`src/rtl/fmap_nibble_streamer_pkg.sv`:
```
// cnn_pkg: shared types and helpers for the feature-map streaming blocks.
//   fmap_strm_state_t : FSM encoding of fmap_nibble_streamer (also exported on
//                       its dbg_state port)
//   fmap_total()      : element count of a CH x H x W feature map
package cnn_pkg;

  typedef enum logic [3:0] {
    S_IDLE      = 4'd0,
    S_UPSTART   = 4'd1,
    S_WAIT_UP   = 4'd2,
    S_ISSUE     = 4'd3,
    S_WAIT_DATA = 4'd4,
    S_CAPTURE   = 4'd5,
    S_HOLD      = 4'd6,  // capture done, waiting for a free FIFO slot
    S_DRAIN     = 4'd7,
    S_DONE      = 4'd8
  } fmap_strm_state_t;

  function automatic int fmap_total(input int ch, input int h, input int w);
    return ch * h * w;
  endfunction

endpackage

```
`src/rtl/fmap_nibble_streamer_fifo2.sv`:
```
// nibble_fifo2: two-entry synchronous FIFO.
//   clk, resetn : clock, synchronous active-low reset (clears storage too)
//   push_i/din_i: write request and data (ignored when full)
//   pop_i       : read request (ignored when empty)
//   dout_o      : head entry, stable until popped
//   full_o, empty_o, count_o : occupancy
module nibble_fifo2 #(
  parameter int WIDTH = 5
) (
  input  logic             clk,
  input  logic             resetn,
  input  logic             push_i,
  input  logic [WIDTH-1:0] din_i,
  input  logic             pop_i,
  output logic [WIDTH-1:0] dout_o,
  output logic             full_o,
  output logic             empty_o,
  output logic [1:0]       count_o
);

  logic [WIDTH-1:0] mem_q [2];
  logic             wr_q, rd_q;
  logic [1:0]       cnt_q, cnt_d;
  logic             push_ok, pop_ok;

  assign push_ok = push_i && (cnt_q != 2'd2);
  assign pop_ok  = pop_i && (cnt_q != 2'd0);

  always_comb begin
    cnt_d = cnt_q;
    case ({push_ok, pop_ok})
      2'b10:   cnt_d = cnt_q + 2'd1;
      2'b01:   cnt_d = cnt_q - 2'd1;
      default: cnt_d = cnt_q;
    endcase
  end

  always_ff @(posedge clk) begin
    if (!resetn) begin
      mem_q[0] <= '0;
      mem_q[1] <= '0;
      wr_q     <= 1'b0;
      rd_q     <= 1'b0;
      cnt_q    <= 2'd0;
    end else begin
      if (push_ok) mem_q[wr_q] <= din_i;
      wr_q  <= wr_q ^ push_ok;
      rd_q  <= rd_q ^ pop_ok;
      cnt_q <= cnt_d;
    end
  end

  assign dout_o  = mem_q[rd_q];
  assign full_o  = (cnt_q == 2'd2);
  assign empty_o = (cnt_q == 2'd0);
  assign count_o = cnt_q;

endmodule

```
`src/rtl/fmap_nibble_streamer.sv`:
```
// fmap_nibble_streamer: triggers an upstream layer, waits for its done pulse,
// reads the whole CH x H x W map through the upstream random-access read port
// and emits it as a valid/ready stream in CHW (ORDER=0) or HWC (ORDER=1) order.
//   clk, resetn            : clock, synchronous active-low reset
//   start / busy / done    : pass request, pass in progress, end-of-pass pulse
//   up_start / up_done     : trigger and completion pulses of the upstream layer
//   up_read_addr / up_read_data : upstream read port, data RD_LAT cycles after address
//   m_valid/m_ready/m_data/m_last : output stream
//   dbg_state              : current FSM state (fmap_strm_state_t)
//
// Stream handshake: an element transfers on every clock edge where m_valid and
// m_ready are both high; while m_valid is high and m_ready low, m_data and
// m_last hold and m_valid stays high.
module fmap_nibble_streamer
  import cnn_pkg::*;
#(
  parameter int CH     = 64,
  parameter int H      = 8,
  parameter int W      = 8,
  parameter int DW     = 4,
  parameter int RD_LAT = 1,
  parameter int ORDER  = 0
) (
  input  logic          clk,
  input  logic          resetn,
  input  logic          start,
  output logic          busy,
  output logic          done,
  output logic          up_start,
  input  logic          up_done,
  output logic [31:0]   up_read_addr,
  input  logic [DW-1:0] up_read_data,
  output logic          m_valid,
  input  logic          m_ready,
  output logic [DW-1:0] m_data,
  output logic          m_last,
  output logic [3:0]    dbg_state
);

  localparam int TOTAL = fmap_total(CH, H, W);
  localparam int HW    = H * W;
  localparam int KW    = $clog2(TOTAL + 1);
  localparam int CW    = (CH > 1) ? $clog2(CH) : 1;
  localparam int PW    = $clog2(HW + 1);
  localparam int LW    = (RD_LAT > 1) ? $clog2(RD_LAT) : 1;
  localparam int AW    = (TOTAL > 1) ? $clog2(TOTAL) : 1;

  fmap_strm_state_t state_q, state_d;
  logic [KW-1:0]    k_q, k_d;      // elements captured so far
  logic [CW-1:0]    ch_q, ch_d;    // HWC order: channel (fast) index
  logic [PW-1:0]    pix_q, pix_d;  // HWC order: pixel (slow) index
  logic [AW-1:0]    addr_q, addr_d;
  logic [LW-1:0]    lat_q, lat_d;

  logic          fifo_push, fifo_pop, fifo_full, fifo_empty;
  logic [1:0]    fifo_cnt;
  logic [DW:0]   fifo_din, fifo_dout;
  logic          is_last_elem;

  assign is_last_elem = (k_q == KW'(TOTAL - 1));
  assign fifo_push    = (state_q == S_CAPTURE);
  assign fifo_din     = {is_last_elem, up_read_data};
  assign fifo_pop     = m_valid && m_ready;

  nibble_fifo2 #(.WIDTH(DW + 1)) u_fifo (
    .clk     (clk),
    .resetn  (resetn),
    .push_i  (fifo_push),
    .din_i   (fifo_din),
    .pop_i   (fifo_pop),
    .dout_o  (fifo_dout),
    .full_o  (fifo_full),
    .empty_o (fifo_empty),
    .count_o (fifo_cnt)
  );

  always_ff @(posedge clk) begin
    if (!resetn) begin
      state_q <= S_IDLE;
      k_q     <= '0;
      ch_q    <= '0;
      pix_q   <= '0;
      addr_q  <= '0;
      lat_q   <= '0;
    end else begin
      state_q <= state_d;
      k_q     <= k_d;
      ch_q    <= ch_d;
      pix_q   <= pix_d;
      addr_q  <= addr_d;
      lat_q   <= lat_d;
    end
  end

  always_comb begin
    state_d = state_q;
    k_d     = k_q;
    ch_d    = ch_q;
    pix_d   = pix_q;
    addr_d  = addr_q;
    lat_d   = lat_q;
    case (state_q)
      S_IDLE: begin
        if (start) begin
          state_d = S_UPSTART;
          k_d     = '0;
          ch_d    = '0;
          pix_d   = '0;
          addr_d  = '0;
        end
      end
      S_UPSTART: state_d = up_done ? S_ISSUE : S_WAIT_UP;
      S_WAIT_UP: if (up_done) state_d = S_ISSUE;
      S_ISSUE: begin
        lat_d   = '0;
        state_d = (RD_LAT > 1) ? S_WAIT_DATA : S_CAPTURE;
      end
      S_WAIT_DATA: begin
        if (lat_q == LW'(RD_LAT - 2)) state_d = S_CAPTURE;
        else                          lat_d   = lat_q + LW'(1);
      end
      S_CAPTURE: begin
        k_d = k_q + KW'(1);
        if (is_last_elem) begin
          // Address is left on the final element; nothing further is read.
          state_d = S_DRAIN;
        end else begin
          if (ORDER == 1) begin
            // Channel-fastest walk: step by one channel plane, and on channel
            // wrap move to the next pixel of channel 0.
            if (ch_q == CW'(CH - 1)) begin
              ch_d   = '0;
              pix_d  = pix_q + PW'(1);
              addr_d = AW'(pix_q) + AW'(1);
            end else begin
              ch_d   = ch_q + CW'(1);
              addr_d = addr_q + AW'(HW);
            end
          end else begin
            addr_d = addr_q + AW'(1);
          end
          // The push lands this edge; a slot stays free only if the FIFO was
          // empty or its head is leaving in the same cycle.
          state_d = (fifo_cnt == 2'd0 || fifo_pop) ? S_ISSUE : S_HOLD;
        end
      end
      S_HOLD:  if (!fifo_full) state_d = S_ISSUE;
      S_DRAIN: begin
        if (fifo_empty || (fifo_cnt == 2'd1 && fifo_pop)) state_d = S_DONE;
      end
      S_DONE:  state_d = S_IDLE;
      default: state_d = S_IDLE;
    endcase
  end

  assign busy         = (state_q != S_IDLE) && (state_q != S_DONE);
  assign done         = (state_q == S_DONE);
  assign up_start     = (state_q == S_UPSTART);
  assign up_read_addr = {{(32 - AW){1'b0}}, addr_q};
  assign m_valid      = !fifo_empty;
  assign m_data       = fifo_dout[DW-1:0];
  assign m_last       = fifo_dout[DW];
  assign dbg_state    = state_q;

endmodule

```
`config.mk`:
```
export PLATFORM = sky130hd
export DESIGN_NAME = fmap_nibble_streamer
export DESIGN_NICKNAME = d
export VERILOG_FILES = /design/src/rtl/fmap_nibble_streamer_pkg.sv /design/src/rtl/fmap_nibble_streamer_fifo2.sv /design/src/rtl/fmap_nibble_streamer.sv
export SDC_FILE = /design/constraint.sdc
export NUM_CORES = 1
export LEC_CHECK = 0
export CORE_MARGIN = 5
export CORE_UTILIZATION = 55
export DETAILED_ROUTE_END_ITERATION = 8
export GPL_TIMING_DRIVEN = 0
export PLACE_DENSITY = 0.82
export SKIP_CTS_REPAIR_TIMING = 1
export SYNTH_ARGS = -nofsm -noshare
export SYNTH_HDL_FRONTEND = slang
export SYNTH_SLANG_ARGS = --single-unit
export TNS_END_PERCENT = 1
```
`constraint.sdc`:
```
create_clock -name clk -period 4.2 [get_ports clk]
set_clock_uncertainty 0.05 [all_clocks]
set_input_delay 0.42 -clock clk [delete_from_list [all_inputs] [get_ports clk]]
set_output_delay 0.42 -clock clk [all_outputs]
set_load 0.03 [all_outputs]
```
Word-level counts from Yosys, hierarchy flattened
Memories as Yosys holds them, arrays and structs flattened. A register that Yosys moved wholly into a read port is not among the register bits.
Cells that the tools add are included.
{"block": "totals", "ff_bits": 34, "ram_bits": 10, "output_inout_bits": 45, "wordCells": 80, "memories": 1}
{"block": "classes", "addsub": 5, "eq_ne": 21, "n_mux": 25, "bitwise_logic": 2, "reduce_logical": 19}
{"name": "u_fifo.mem_q", "words": 2, "width": 5, "read_ports": 1, "rd_ports_with_merged_regs": 1, "write_ports": 2, "line_no": "fmap_nibble_streamer_fifo2.sv:21", "source": "logic [WIDTH-1:0] mem_q [2];"}
{"op": "4-bit case mux with 8 select lines", "count": 1}
{"op": "13-bit case mux with 2 select lines", "count": 1}
{"op": "12-bit 2-to-1 mux", "count": 2}
{"op": "12-bit case mux with 2 select lines", "count": 1}
{"op": "4-bit 2-to-1 mux", "count": 5}
{"op": "4-bit by 3-bit equality test with 1-bit output, second input constant", "count": 4}
{"op": "2-bit inequality test, second input constant", "count": 7}
{"op": "13-bit by 1-bit adder with 13-bit output, second input constant", "count": 1}
{"op": "13-bit by 12-bit equality test with 1-bit output, second input constant", "count": 1}
{"op": "13-bit 2-to-1 mux", "count": 1}
{"op": "12-bit by 1-bit adder with 12-bit output, second input constant", "count": 1}
{"op": "1-bit 2-to-1 mux", "count": 9}
{"op": "4-bit by 2-bit equality test with 1-bit output, second input constant", "count": 2}
{"op": "2-bit nonzero test", "count": 4}
{"op": "3-bit 2-to-1 mux", "count": 2}
{"op": "1-bit logical AND", "count": 5}
{"op": "5-bit 2-to-1 mux", "count": 1}
{"op": "5-bit AND reduction", "count": 1}
{"op": "5-bit OR reduction", "count": 1}
{"op": "2-bit by 1-bit equality test with 1-bit output, second input constant", "count": 2}
{"op": "2-bit equality test, second input constant", "count": 2}
{"op": "4-bit by 1-bit equality test with 1-bit output, second input constant", "count": 1}
{"op": "4-bit equality test, second input constant", "count": 1}
{"op": "4-bit logical NOT", "count": 1}
{"op": "13 further kinds", "count": 15}

Longest topological paths before layout
Gate-level depths: netlist of the first run.
{"block": "logic_depth", "depth_word": 7, "mapped_depth": 9}

By module
A second synthesis of the first run with hierarchy kept.
{"block": "hier_totals", "hier_cells": 272, "hier_area_um2": 2478.6}
{"mod": "fmap_nibble_streamer", "n_inst": 1, "cells_per_inst": 218, "area_each_um2": 1801.7, "seq_area_each_um2": 600.6}
{"mod": "nibble_fifo2", "n_inst": 1, "cells_per_inst": 54, "area_each_um2": 676.9, "seq_area_each_um2": 400.4}

Worst setup path before layout of the first run
Ideal clock, no wire load.
{"block": "synth_timing", "kind": "register to output", "startpoint": "register state_q[2] (netlist: dbg_state[2])", "endpoint": "output port up_start", "t_arrival_ps": 1810, "slack_ps": 1920, "path_stages_with_launch": 4, "path_buffers": 2, "path_cell_list": "dfxtp_1 -> buf_4 -> clkbuf_1 -> nor4b_1"}
{"block": "synth_via", "elab_chain_cells": 1}
{"element": "start, declared", "line_no": "fmap_nibble_streamer.sv:48", "source": "fmap_strm_state_t state_q, state_d;"}
{"element": "start signal, assigned", "line_no": "fmap_nibble_streamer.sv:86", "source": "state_q <= state_d;"}
{"element": "4-bit by 1-bit equality test with 1-bit output", "line_no": "fmap_nibble_streamer.sv:158", "source": "assign up_start = (state_q == S_UPSTART);"}
{"element": "end, declared", "line_no": "fmap_nibble_streamer.sv:29", "source": "output logic up_start,"}
No other way between the ends.

Worst setup path in the final report of the first run
{"block": "layout_timing", "startpoint": "register state_q[2] (netlist: dbg_state[2])", "endpoint": "output port done"}
{"block": "layout_via", "elab_chain_cells": 1}
{"element": "4-bit equality test", "line_no": "fmap_nibble_streamer.sv:157", "source": "assign done = (state_q == S_DONE);"}
{"element": "end, declared", "line_no": "fmap_nibble_streamer.sv:28", "source": "output logic done,"}
No other way between the ends.

==> flow_summary.ini, run 1 <==
[status]
outcome = completed

[sta]
worst_pin_slew_ns = 0.769
fin_setup_tns_ns = 0
min_period_ns = 2.66
finalHoldViolCount = 0
rsz0062_at_grt = false
setup_viol = 0
period_share = 0.632
relSlewSlack = 0.482
max_freq_mhz = 376
slew_viol_final = 0
hold_slack_ns = 0.439

[clocking]
insertion_delay_ns = 0.29
cts-htree-levels = 2
path_clk_slew_ns = 0.08
clk_path_buf_depth = 2
root_buffer = clkbuf_8
cts_sinks = 45
cts_tree = yes
numCtsBuffers = 5

[grt]
antenna_found_initial = 0
met1_usage = 0.204
grt_remaining_overflow = 0
top_usage_layer = met2
grt_pass1_wl_mm = 8.45
grt_max_degree = 14
grt_usage = 0.167
grt_util_met3 = 0.0258
grt_pass1_vias = 1953
grt_use_met2 = 0.299

[setup_path]
cp-start-kind = flop
r2r_cells = 6
r2r-start = dbg_state[2]
end_kind = output port
r2r_end = u_fifo.mem_q[0][1]
worstPathRequired_ns = 3.73
arrival_ns = 2.19
rrSetupSlack_ns = 1.99
worstPathMaxFanout = 10
path_class = reg -> out

[placement]
hpwl_mm = 3.75
numPortBuffers = 32
place.gp.congestion = 0.901

[floorplanning]
start_util = 0.570
ios = 54
die_area_um2 = 5950
core_area_um2 = 4350
row_count = 24
fp.dieH_um = 77.2
die_w_um = 77.2

[yosys]
synthCells = 269
ys_warn_count = 0
synth_ff_type = dfxtp_1
async_flop_share = 0
yosysSeqAreaShare = 0.404
syn_avg_cell_area_um2 = 9.22
synth.most_common_cell = dfxtp_1
synth_edf_count = 10
synth_area_leader_cell = dfxtp_1
synth.area.top_cells = dfxtp_1 28%, edfxtp_1 12%, buf_4 6.7%
synth.distinct_cells = 49
synth_area_um2 = 2480
synth_commonest_cells = 35 x dfxtp_1, 30 x nor2_1, 22 x buf_4, 18 x nand2_1, 16 x and2_1
synth_top_area_frac = 0.283
ys_ff_latch = 45

[drt]
firstDrtPassIters = 4
vias = 1995
wl_mm = 4.79
drtAntennaViolNets = 0
dr.first_iter.drc_count = 84
post_drt_wl_per_cell_um = 12.6
drc_errors = 0
drt-vias-per-instance = 5.25

[flow_run]
cap_violations = 0

[layout]
fin_nets = 342
diodes = 0
syn_to_final_growth_pct = 21.7
final_layout_size_suffix_gt1_frac = 0.152

[worst_hold_path]
hold_start = k_q[3]
hp-class = reg -> reg
holdPathEnd = k_q[3]
min_path_cells = 1

[power_and_ir_drop]
power_density_nw_per_um2 = 292
leakage_nw = 1.21
ir_worst_vdd_mv = 0.194
worst max path at each step:
stage                             from        to  slack (ns)  cells after the start
after floorplan           dbg_state[2]  up_start        1.92                      3
after global placement    dbg_state[2]      done        1.91                      5
after detailed placement  dbg_state[2]      done        1.88                      5
after CTS                 dbg_state[2]      done        1.54                      5
after global routing      dbg_state[2]      done        1.44                      5
final                     dbg_state[2]      done        1.54                      5
cell type report:
cell class	count	area, um^2
fillers	347	1340
multi-input cells	205	1300
flip-flops and latches	45	1000
repair buffers	32	320
plain buffers	32	228
clock buffers	6	72.6
well taps	52	65.1
inverters	6	22.5
clock inverters	2	10.0
critical path, stage by stage (launching register included):
cell             delay (ns)
dfxtp_1                0.33
buf_4                  0.16
clkbuf_1               0.20
or3_1                  0.42
nor2_1                 0.10
clkdlybuf4s50_1        0.68
cells in the final DEF, fill, tap and decap left out, types with 2 or more instances in the layout:
| cell type | netlist | routed |
|---|---|---|
| nor3_2 | 2 | 2 |
| clkinv_2 | 0 | 2 |
| or3_1 | 2 | 2 |
| nand4_1 | 10 | 10 |
| nor2_1 | 30 | 30 |
| mux2_2 | 5 | 5 |
| nor3_4 | 2 | 2 |
| inv_1 | 6 | 6 |
| edfxtp_1 | 10 | 10 |
| a21boi_1 | 2 | 2 |
| nand3b_1 | 4 | 4 |
| a21oi_1 | 12 | 12 |
| nand2_1 | 18 | 18 |
| nand2b_1 | 2 | 2 |
| clkdlybuf4s50_1 | 0 | 32 |
| o31ai_1 | 2 | 2 |
| o21ai_0 | 12 | 12 |
| dfxtp_1 | 35 | 35 |
| conb_1 | 1 | 20 |
| clkbuf_1 | 5 | 6 |
| a31oi_1 | 2 | 2 |
| nor3_1 | 3 | 3 |
| and3_1 | 5 | 5 |
| o211ai_1 | 2 | 2 |
| buf_6 | 3 | 3 |
| buf_4 | 22 | 22 |
| xor2_1 | 4 | 4 |
| clkbuf_8 | 0 | 5 |
| buf_2 | 2 | 2 |
| a21boi_0 | 3 | 3 |
| ha_1 | 6 | 6 |
| nand3_1 | 9 | 9 |
| and2_1 | 16 | 16 |
| xnor2_1 | 14 | 14 |
through the flow:
| step | std cells | utilization | area [um^2] | setup WS [ns] | total power [W] |
|---|---|---|---|---|---|
| 6_report | 380 | 0.693 | 3020 | 1.54 | 0.000881 |
| 5_1_grt | 380 | 0.693 | 3020 | 1.44 | 0.000928 |
| 4_1_cts | 380 | 0.693 | 3020 | 1.54 | 0.000889 |
| 3_5_place_dp | 372 | 0.674 | 2940 | 1.88 | 0.000635 |
| 3_3_place_gp | 372 | 0.674 | 2940 | 1.91 | 0.000633 |
| 2_1_floorplan | 288 | - | 2550 | 1.92 | 0.000589 |
where the power goes:
| part | switching [W] | internal, W | leakage (nW) |
|---|---|---|---|
| clock network | 0.000140 | 0.000115 | 0.0450 |
| logic | 0.000103 | 0.0000651 | 0.783 |
| registers | 0.00000746 | 0.000451 | 0.385 |
| total | 0.000250 | 0.000631 | 1.21 |
per-layer routing:
metal	share of wire	vias up
li1	-	1010
met1	0.44	939
met2	0.51	41
met3	0.042	5
met4	0.0088	0
met5	0	-
sequential cells by signal, summed over array words and instances, names as in the netlist, named ones only:
register and cells:
lat_q 1, u_fifo.rd_q 1, addr_q 12, u_fifo.mem_q 10, u_fifo.count_o 2, u_fifo.wr_q 1
dbg_state 4, k_q 13
logic make-up after synthesis:
kind of cell / share of synthesized area
compound gates: 0.107
xor+xnor: 0.0636
fa+ha+maj: 0.0303
buf+inv: 0.101
flops: 0.404
mux: 0.0267
other cells: 0.00151
simple gates: 0.266
No activity file was read; power rests on OpenSTA's default activity.
==> inputs of run 2 (changes only) <==
--- a/config.mk
+++ b/config.mk
@@ -6,10 +6,10 @@
 export NUM_CORES = 1
 export LEC_CHECK = 0
 export CORE_MARGIN = 5
-export CORE_UTILIZATION = 55
+export CORE_UTILIZATION = 51
 export DETAILED_ROUTE_END_ITERATION = 8
 export GPL_TIMING_DRIVEN = 0
-export PLACE_DENSITY = 0.82
+export PLACE_DENSITY = 0.76
 export SKIP_CTS_REPAIR_TIMING = 1
 export SYNTH_ARGS = -nofsm -noshare
 export SYNTH_HDL_FRONTEND = slang
==> constraint.sdc (replaced) <==
create_clock -name clk -period 2.7 [get_ports clk]
set_clock_uncertainty 0.05 [all_clocks]
set_input_delay 0.27 -clock clk [delete_from_list [all_inputs] [get_ports clk]]
set_output_delay 0.27 -clock clk [all_outputs]
set_load 0.03 [all_outputs]
==> run 2 against run 1 <==
Global-route usage about the same. Critical path type unchanged. Power up 68%. Combinational power rose by 55%. Clock power grew 98%. Die area increased by 6.8%. Count of clock-buffer cells in the layout shrank 1. Register-to-register slack got worse by 1.5 ns. Non-clock buffer count unchanged. Wire length grew 3.0%. Flip-flop and latch count unchanged. Sequential share of layout area fell by 0.50 points.
==> flow_summary.ini, run 2 (synthesis results as in run 1) <==
[setup_path]
end_kind = output port
critPathSlowestCell = clkdlybuf4s50_1
cp_slowest_stage_delay_ns = 0.68
crit_buf_inv = 3
worstPathMaxFanout = 10
arrival_ns = 2.17
cp-start-kind = flop
crit_family = buffers and inverters
crit_chain = buf_4 -> clkbuf_1 -> or3_1 -> nor2_1 -> clkdlybuf4s50_1
path_class = reg -> out
worstPathRequired_ns = 2.38

[clocking]
cts_sinks = 45
cts_tree = yes
clk_path_buf_depth = 2
numCtsBuffers = 5
root_buffer = clkbuf_8
path_clk_slew_ns = 0.09
cts-htree-levels = 2
insertion_delay_ns = 0.30

[sta]
fin_setup_tns_ns = 0
setup_viol = 0
rsz0062_at_grt = false
finalHoldViolCount = 0
max_freq_mhz = 401
period_share = 0.924
hold_slack_ns = 0.317
relSlewSlack = 0.475
slew_viol_final = 0
min_period_ns = 2.49
finalWorstSetupSlack_ns = 0.206
worst_pin_slew_ns = 0.780

[drt]
drc_errors = 0
dr.first_iter.drc_count = 153
post_drt_wl_per_cell_um = 12.5
wl_mm = 4.94
drt-vias-per-instance = 5.08
firstDrtPassIters = 4
vias = 2006
drtAntennaViolNets = 0

[layout]
diodes = 0
final_common_cell = dfxtp_1
final_layout_size_suffix_gt1_frac = 0.152
largest_reg_flops = 13
regMostFlops = k_q
reg.largest.list = k_q: 13 flops, addr_q: 12 flops, u_fifo.mem_q: 10 flops
mostFrequentLayoutCells = 35 x dfxtp_1, 32 x clkdlybuf4s50_1, 30 x nor2_1, 22 x buf_4, 20 x conb_1
fin_nets = 342
fin_area_um2 = 3070
syn_to_final_growth_pct = 23.6

[flow_run]
cap_violations = 0

[floorplanning]
row_count = 25
start_util = 0.525
die_area_um2 = 6360
core_area_um2 = 4720
fp.dieH_um = 79.7
ios = 54
die_w_um = 79.7

[power_and_ir_drop]
power_w = 0.00148
leakage_nw = 1.22
ir_worst_vdd_mv = 0.348
power_density_nw_per_um2 = 482

[placement]
place.gp.congestion = 0.878
hpwl_mm = 3.70
place_worst_setup_slack_ns = 0.455
numPortBuffers = 32
placed_cell_area_um2 = 2960

[worst_hold_path]
hp-class = in -> reg

[grt]
antenna_found_initial = 0
grt_pass1_wl_mm = 8.58
grt_usage = 0.167
grt_remaining_overflow = 0
grt_pass1_vias = 1984
grt_max_degree = 15

[status]
outcome = completed
-- run 2: cell type report --
class / count / area, um^2
Tap cell: 67 / 83.8
Buffer: 32 / 228
Clock buffer: 5 / 68.8
Sequential cell: 45 / 1000
Fill cell: 415 / 1660
Inverter: 6 / 22.5
Timing Repair Buffer: 32 / 320
Multi-Input combinational cell: 205 / 1300
Clock inverter: 3 / 41.3
-- run 2: metrics by stage --
step | utilization | instances
after global routing | 0.649 | 395
after global placement | 0.626 | 387
after floorplan | - | 288
after CTS | 0.649 | 395
final | 0.649 | 395
after detailed placement | 0.626 | 387
-- run 2: layer usage --
layer  wire (um)  up-vias  share of wire  track usage
met2        2430       45           0.49        0.290
met5           0        -              0            0
met4          62        0          0.013       0.0524
li1            -     1010              -            -
met3         243        6          0.049       0.0418
met1        2210      945           0.45        0.203
-- run 2: worst paths after layout --
kind           startpoint                  to  slack [ns]  depth (start not counted)
min reg2reg        k_q[1]              k_q[1]        0.45                          2
min                resetn        dbg_state[2]        0.32                          2
max          dbg_state[2]                done        0.21                          5
max reg2reg  dbg_state[2]  u_fifo.mem_q[0][3]        0.49                          6
-- run 2: report_power, final --
| part | switching (W) | total (W) | internal, W |
|---|---|---|---|
| clock | 0.000231 | 0.000504 | 0.000272 |
| combinational | 0.000160 | 0.000261 | 0.000101 |
| sequential | 0.0000109 | 0.000712 | 0.000701 |
